==> src/rtl/icache_assoc.sv <==
// Set-associative instruction cache (1 or 2 ways) between IF and IMemory.
// Same-cycle hits, multi-beat line refill, fence.i flush, saturating hit/miss counters.
module icache_assoc #(
  parameter int ADDR_W     = 30,
  parameter int DATA_W     = 32,
  parameter int SETS       = 16,
  parameter int LINE_WORDS = 4,
  parameter int WAYS       = 2,
  parameter int CNT_W      = 16
) (
  input  logic              clock,
  input  logic              reset,
  input  logic              cpu_req,
  input  logic [ADDR_W-1:0] cpu_addr,
  output logic [DATA_W-1:0] cpu_data,
  output logic              cpu_valid,
  input  logic              flush,
  output logic              mem_req,
  output logic [ADDR_W-1:0] mem_addr,
  input  logic [DATA_W-1:0] mem_data,
  input  logic              mem_ack,
  output logic [CNT_W-1:0]  hit_cnt,
  output logic [CNT_W-1:0]  miss_cnt,
  output logic              dbgState
);

  localparam int OFF_W      = $clog2(LINE_WORDS);
  localparam int IDX_W      = $clog2(SETS);
  localparam int TAG_W      = ADDR_W - IDX_W - OFF_W;
  localparam int LINE_DEPTH = SETS * LINE_WORDS;

  typedef enum logic {
    IDLE   = 1'b0,
    REFILL = 1'b1
  } cacheState_t;

  cacheState_t state, stateNext;

  logic [OFF_W-1:0] reqOff;
  logic [IDX_W-1:0] reqIdx;
  logic [TAG_W-1:0] reqTag;

  assign reqOff = cpu_addr[OFF_W-1:0];
  assign reqIdx = cpu_addr[OFF_W +: IDX_W];
  assign reqTag = cpu_addr[ADDR_W-1 -: TAG_W];

  logic [SETS-1:0]   validBits [WAYS];
  logic [SETS-1:0]   lruBits;
  logic [TAG_W-1:0]  tagMem    [WAYS][SETS];
  logic [DATA_W-1:0] dataMem   [WAYS][LINE_DEPTH];

  logic [TAG_W-1:0] refTag;
  logic [IDX_W-1:0] refIdx;
  logic [OFF_W-1:0] beat;
  logic             victimReg;

  logic [WAYS-1:0]   wayMatch;
  logic              anyHit;
  logic              hitWay;
  logic              victim;
  logic [DATA_W-1:0] hitWord;

  logic startMiss;
  logic doHit;
  logic beatWrite;
  logic lineDone;

  // Lookup: lruBits holds the way to evict next; an invalid way always wins,
  // the lowest-numbered one first.
  always_comb begin
    wayMatch = '0;
    hitWay   = 1'b0;
    hitWord  = '0;
    victim   = (WAYS == 2) ? lruBits[reqIdx] : 1'b0;
    for (int w = WAYS - 1; w >= 0; w--) begin
      wayMatch[w] = validBits[w][reqIdx] && (tagMem[w][reqIdx] == reqTag);
      if (wayMatch[w]) begin
        hitWay  = 1'(w);
        hitWord = dataMem[w][{reqIdx, reqOff}];
      end
      if (!validBits[w][reqIdx]) begin
        victim = 1'(w);
      end
    end
  end

  assign anyHit   = |wayMatch;
  assign dbgState = (state == REFILL);

  always_ff @(posedge clock or negedge reset) begin
    if (!reset) begin
      state <= IDLE;
    end else begin
      state <= stateNext;
    end
  end

  // Refill handshake: mem_req stays high with mem_addr stable until the cycle
  // mem_ack is seen; mem_data is taken in that same cycle and the beat advances.
  always_comb begin
    stateNext = state;
    cpu_valid = 1'b0;
    cpu_data  = '0;
    mem_req   = 1'b0;
    mem_addr  = '0;
    startMiss = 1'b0;
    doHit     = 1'b0;
    beatWrite = 1'b0;
    lineDone  = 1'b0;
    case (state)
      IDLE: begin
        if (cpu_req) begin
          if (anyHit) begin
            cpu_valid = 1'b1;
            cpu_data  = hitWord;
            doHit     = 1'b1;
          end else begin
            startMiss = 1'b1;
            stateNext = REFILL;
          end
        end
      end
      REFILL: begin
        mem_req  = 1'b1;
        mem_addr = {refTag, refIdx, beat};
        if (flush) begin
          stateNext = IDLE;
        end else if (mem_ack) begin
          beatWrite = 1'b1;
          if (beat == OFF_W'(LINE_WORDS - 1)) begin
            lineDone  = 1'b1;
            stateNext = IDLE;
          end
        end
      end
      default: stateNext = IDLE;
    endcase
  end

  always_ff @(posedge clock or negedge reset) begin
    if (!reset) begin
      for (int w = 0; w < WAYS; w++) begin
        validBits[w] <= '0;
      end
      lruBits   <= '0;
      hit_cnt   <= '0;
      miss_cnt  <= '0;
      refTag    <= '0;
      refIdx    <= '0;
      beat      <= '0;
      victimReg <= 1'b0;
    end else begin
      if (doHit) begin
        if (hit_cnt != '1) begin
          hit_cnt <= hit_cnt + 1'b1;
        end
        if (WAYS == 2) begin
          lruBits[reqIdx] <= ~hitWay;
        end
      end
      if (startMiss) begin
        refTag    <= reqTag;
        refIdx    <= reqIdx;
        beat      <= '0;
        victimReg <= victim;
        if (miss_cnt != '1) begin
          miss_cnt <= miss_cnt + 1'b1;
        end
      end
      if (beatWrite) begin
        beat <= beat + 1'b1;
      end
      if (lineDone) begin
        for (int w = 0; w < WAYS; w++) begin
          if (victimReg == 1'(w)) begin
            validBits[w][refIdx] <= 1'b1;
          end
        end
        if (WAYS == 2) begin
          lruBits[refIdx] <= ~victimReg;
        end
      end
      // Flush last so it overrides any line completing in the same cycle.
      if (flush) begin
        for (int w = 0; w < WAYS; w++) begin
          validBits[w] <= '0;
        end
      end
    end
  end

  // Data and tag arrays need no reset; the valid bits gate every use.
  always_ff @(posedge clock) begin
    for (int w = 0; w < WAYS; w++) begin
      if (victimReg == 1'(w)) begin
        if (beatWrite) begin
          dataMem[w][{refIdx, beat}] <= mem_data;
        end
        if (lineDone) begin
          tagMem[w][refIdx] <= refTag;
        end
      end
    end
  end

endmodule

==> config.mk <==
export PLATFORM = sky130hd
export DESIGN_NAME = icache_assoc
export DESIGN_NICKNAME = d
export VERILOG_FILES = /design/src/rtl/icache_assoc.sv
export SDC_FILE = /design/constraint.sdc
export NUM_CORES = 2
export LEC_CHECK = 0
export BUFFER_PORTS_ARGS = -buffer_cell sky130_fd_sc_hd__buf_2
export CORE_MARGIN = 2
export CORE_UTILIZATION = 45
export DETAILED_ROUTE_END_ITERATION = 10
export HOLD_SLACK_MARGIN = 0.15
export SLEW_MARGIN = 20
export SYNTH_ARGS = -nofsm -noshare
export SYNTH_HDL_FRONTEND = slang
export SYNTH_MEMORY_MAX_BITS = 65536
export SYNTH_SLANG_ARGS = --single-unit
==> constraint.sdc <==
create_clock -name clock -period 9.5 [get_ports clock]
set_input_delay 1.9 -clock clock [delete_from_list [all_inputs] [get_ports clock]]
set_output_delay 1.9 -clock clock [all_outputs]
set_load 0.02 [all_outputs]
# [After elaboration in Yosys (flattened, before gate mapping)]
# Memory sizes are Yosys's and may differ from the RTL's.
# Cells that the tools add are included.
[word_totals] regBits=112 mem_bits_rw=4864 input_bits=67 word_cells=136 memories=2
[mem_list] name="dataMem" words=2 width=2048 read_ports=2 rd_clocked_by_memory_dff=0 write_ports=1 line_no="50" source="logic [DATA_W-1:0] dataMem [WAYS][LINE_DEPTH];"
[mem_list] name="tagMem" words=2 width=384 read_ports=2 rd_clocked_by_memory_dff=0 write_ports=1 line_no="49" source="logic [TAG_W-1:0] tagMem [WAYS][SETS];"
[classes] add_sub_neg=3 n_lt_le_gt_ge=10 eq_ne=6 mux=80 n_bitwise=9 n_reduce_logical=16
[op_table] op="2048-bit 2-to-1 mux" count=4
[op_table] op="2048-bit OR reduction" count=1
[op_table] op="384-bit 2-to-1 mux" count=4
[op_table] op="32-bit binary-select mux with 6-bit select" count=2
[op_table] op="32-bit 2-to-1 mux" count=12
[op_table] op="384-bit OR reduction" count=1
[op_table] op="24-bit binary-select mux with 4-bit select" count=2
[op_table] op="32-bit demux with 6-bit select" count=1
[op_table] op="24-bit 2-to-1 mux" count=5
[op_table] op="24-bit demux with 4-bit select" count=1
[op_table] op="16-bit 2-to-1 mux" count=4
[op_table] op="24-bit equality test" count=2
[op_table] op="1-bit 2-to-1 mux" count=34
[op_table] op="16-bit by 1-bit adder with 16-bit output (second input constant)" count=2
[op_table] op="16-bit bitwise mux" count=2
[op_table] op="16-bit inequality test (second input constant)" count=2
[op_table] op="16-bit bitwise OR" count=2
[op_table] op="30-bit 2-to-1 mux" count=1
[op_table] op="7-bit greater-or-equal comparator (second input constant)" count=2
[op_table] op="6-bit NOT with 7-bit output" count=2
[op_table] op="1-bit binary-select mux with 4-bit select" count=3
[op_table] op="5-bit greater-or-equal comparator (second input constant)" count=2
[op_table] op="4-bit by 5-bit less-than comparator with 1-bit output (second input constant)" count=2
[op_table] op="4-bit NOT with 5-bit output" count=2
[op_table] op="14 further kinds" count=29

# [Depth between registers and ports, before layout]
[depth] depth_word=13 ltp_mapped=17 mapped_depth_nobuf=10

# [Worst setup path before layout]
# Ideal clock, no wire load.
[synth_timing] kind="input to output" start="input cpu_addr[2]" end="output cpu_data[17]" arrival_time_ns=4.881 t_required_ns=7.600 slack_ns=2.719 path_stages=13 path_buffers=4 path_cell_list="buf_6 buf_6 mux4_2 xor2_1 a2111oi_2 o211ai_1 nor4_1 and4b_4 buf_4 nand2b_1 buf_2 a211o_1 a21oi_1"
[synth_via] elab_chain_cells=11
[synth_rtl] element="from (decl)" line_no="14" source="input logic [ADDR_W-1:0] cpu_addr,"
[synth_rtl] element="4-bit NOT with 5-bit output (not written as such)" line_no="76" source="wayMatch[w] = validBits[w][reqIdx] && (tagMem[w][reqIdx] == reqTag);"
[synth_rtl] element="24-bit binary-select mux with 4-bit select" line_no="76"
[synth_rtl] element="24-bit 2-to-1 mux (not written as such) (2 in series)" line_no="76"
[synth_rtl] element="24-bit equality test" line_no="76"
[synth_rtl] element="1-bit logical AND" line_no="76"
[synth_rtl] element="32-bit 2-to-1 mux (2 in series)" line_no="77" source="if (wayMatch[w]) begin"
[synth_rtl] element="32-bit 2-to-1 mux *" line_no="113" source="if (anyHit) begin"
[synth_rtl] element="32-bit 2-to-1 mux *" line_no="112" source="if (cpu_req) begin"
[synth_rtl] element="32-bit 2-to-1 mux *" line_no="110" source="case (state)"
[synth_rtl] element="to (decl)" line_no="15" source="output logic [DATA_W-1:0] cpu_data,"
# Every way passes the cells marked *; elsewhere a longest branch is shown, timed or not. The select of a mux whose other input is x is not followed.

# [Final worst setup path]
[layout_timing] start="input cpu_addr[2]" end="output cpu_data[8]"
# The elaborated chain is that of the path after synthesis.

==> results.cfg <==
[run_status]
outcome = complete, no violations

[routing]
ant_nets = 0
viasPerCell = 6.456
drc = 0
vias = 97970
routed_wl_um = 581300
wl_per_cell_um = 38.31
dr.pass1.iters = 8
drt_first_iter_violations = 15020

[clock_network]
clock_latency_ps = 1050
cts.sinks = 4976
cts_resized = 0
cts_htree_levels = 6
root_buffer = clkbuf_16
ctsHoldBuffers = 0
post_cts_buffers = 0
numCtsBuffers = 519
cts_buffer_depth = 4
cts_tree = built
clk_pin_slew_ps = 60

[floorplanning]
top_level_ports = 164
placementRows = 239
die-height_um = 655.0
core_area_mm2 = 0.4228
die_w_um = 655.0
die_area_mm2 = 0.4291
start_util_pct = 45.11

[critical_path]
crit_chain = buf_8 > buf_4 > mux4_2 > mux2i_1 > mux2i_1 > xnor2_1 > nor4_1 > nand3_1 > nor3_4 > buf_12 > nand2b_1 > buf_4 > nand2b_1 > a21oi_1 > buf_4 > buf_2
slowest_delay_ps = 670
critical_path_arrival_ps = 7230
r2r_end = miss_cnt[1]
r2r_setup_slack_ps = 4640
rr_startpoint = tagMem[0][25]
rr_worst_depth = 12
cp.required_ps = 7600
startpoint = cpu_addr[2]
cpMostUsedCell = buf_4
start_kind = primary input
crit_slowest_cell = buf_8
cp-end-kind = output port
crit_end = cpu_data[8]
crit_type = in2out
cp_max_fo = 81

[synth]
synth_top_cell_by_area = edfxtp_1
async_flop_share_pct = 2.251
synth.most_common_cell = edfxtp_1
synth_nets = 8487
synth_edf_count = 4864
synth_seq_area_share_pct = 78.05
synth.distinct_cells = 92
syn_area_mm2 = 0.1907
yosysWarnings = 0
synthTopCellsByCount = 4,864 x edfxtp_1, 1,296 x mux4_2, 315 x nor2_1, 268 x o22ai_1, 219 x clkbuf_1
yosys_register_bits = 4976
syn_inst = 8417
synth_area_per_cell_um2 = 22.66
synth_ff_type = edfxtp_1
synth_top_area_share_pct = 76.58
synth_area_leaders = edfxtp_1 77%, mux4_2 15%, dfrtp_1 1.5%

[place]
hpwlAfterDp_um = 336000
gp_congestion = 0.8550
port-buffer-count = 163
dp_cells = 14250

[sta]
period_minus_slack_ps = 9135
maxSlewHeadroom_pct = 16.08
rsz0062_at_grt = no
skew_ps = 69.85
worst_slew_pin_slew_ps = 1248
slew_viol_final = 0
timing.final.crit_share_pct = 96.16
fmax_ghz = 0.1095
hold_violations = 0
holdWs_ps = 490.9
fin_setup_tns_ps = 0
setup_viol = 0

[pwr]
pwr-share-clk_pct = 41.8
power.density_mw_per_mm2 = 214.7
internal-power_mw = 36.40
p_seq_share_pct = 52.2
p_switching_mw = 10.44
pwr-share-comb_pct = 5.9
vdd_drop_max_v = 0.0002115
leakage_nw = 68.33
p_sw_share_pct = 22.29

[cells_and_area]
fin_nets = 9176
layout.cells.non_filler = 15170
syn2layout_area_growth_pct = 14.41
fillers = 32720
layout-drive-gt1-share_pct = 30.32

[grt]
antenna_found_initial = 55
grt_max_degree = 113
grt_pass1_wl_um = 792100
grt_pass1_vias = 94980
grtUsageTotal_pct = 26.87
grt-ovfl-total = 0

[worst_hold_path]
hold_path_class = reg2reg

[job]
maxCapViolations = 0
[power by group through the flow]
stage	Clock [mW]	Combinational, mW	Sequential (mW)
final	19.6	2.78	24.5
after global routing	20.6	2.88	24.5
after CTS	19.8	2.77	24.5
after detailed placement	0	2.76	24.9
after global placement	0	2.71	24.9
after floorplan	0	1.22	25.0
[how the worst min path moves through the flow]
| stage | start | end | slack (ps) | cells after the start |
|---|---|---|---|---|
| 5_1_grt | miss_cnt[8] | miss_cnt[8] | 510 | 1 |
| 4_1_cts | miss_cnt[8] | miss_cnt[8] | 490 | 1 |
| 3_3_place_gp | hit_cnt[9] | hit_cnt[9] | 470 | 1 |
| 2_1_floorplan | validBits[10] | validBits[10] | 460 | 2 |
| 6_report | hit_cnt[9] | hit_cnt[9] | 490 | 1 |
| 3_5_place_dp | miss_cnt[8] | miss_cnt[8] | 480 | 1 |
[flip-flops by register name (all words and copies together), names as in the netlist]
register,cells
lruBits,16
refTag,24
victimReg,1
beat,2
dataMem,4096
refIdx,4
tagMem,768
validBits,32
dbgState,1
miss_cnt,16
hit_cnt,16
[final cells by class]
type / instances / area (um^2) / area share [%]
multi-input cells: 2955 / 40900 / 18.74
repair buffers: 625 / 5049 / 2.314
well taps: 5663 / 7086 / 3.247
inverters: 29 / 116.4 / 0.05333
clock inverters: 251 / 2316 / 1.061
clock buffers: 660 / 13820 / 6.336
diodes: 15 / 37.54 / 0.01720
flip-flops and latches: 4976 / 148900 / 68.23
[routing by layer]
metal	global-route usage, %	vias up	part of all wire, %
met5	0.1245	-	0.036
met4	9.695	24	4.4
met3	6.298	1040	12
met2	41.30	6295	46
met1	37.82	53380	38
li1	-	37230	-
[cell usage in the layout (no fill, tap or decap), types with 13 or more instances in the layout]
master / instances
a211oi_1: 17
a21oi_1: 72
a22oi_1: 33
a31oi_1: 17
and2_1: 38
buf_12: 44
buf_2: 124
buf_4: 447
bufinv_16: 32
clkbuf_1: 126
clkbuf_16: 533
clkinv_1: 116
clkinv_2: 59
clkinv_8: 16
dfrtp_1: 107
diode_2: 15
edfxtp_1: 4864
inv_1: 25
inv_6: 15
mux2_2: 45
mux2i_1: 141
mux4_2: 1296
nand2_1: 189
nand2_2: 17
nand3_1: 44
nand3b_1: 13
nand4_1: 13
nor2_1: 152
nor2_4: 161
nor3_1: 33
nor4_1: 36
o2111ai_1: 19
o21ai_0: 49
o22ai_1: 268
xnor2_1: 44
xor2_1: 32
[per-stage QoR]
step | setup slack (ps) | power (mW) | utilization (%) | instance area, um^2
5_1_grt | 304.2 | 47.98 | 51.60 | 218200
2_1_floorplan | 2719 | 26.20 | - | 190700
3_5_place_dp | 501.6 | 27.69 | 47.76 | 201900
6_report | 365.0 | 46.84 | 51.60 | 218200
3_3_place_gp | 424.5 | 27.63 | 47.72 | 201800
4_1_cts | 476.6 | 47.05 | 51.57 | 218100
[logic make-up (layout without fill, tap and decap cells)]
kind of cell | Yosys count | in the layout | share of synthesized area (%)
AOI/OAI and AO/OA | 581 | 581 | 2.032
xor gates and xnor gates | 76 | 76 | 0.3490
adders and majority gates | 3 | 3 | 0.01968
buffers and inverters | 486 | 1565 | 1.214
DFF | 4976 | 4976 | 78.05
muxes | 1487 | 1487 | 16.34
other | 0 | 15 | 0
and+or+nand+nor | 808 | 808 | 1.996
[worst max-delay path, delay by kind of cell]
family | cells | cell delay (ps)
buf+inv | 6 | 2090
simple gates | 5 | 1840
mux | 3 | 820
xor+xnor | 1 | 170
compound gates | 1 | 110
Note: power is estimated with default switching activity, not from simulation.
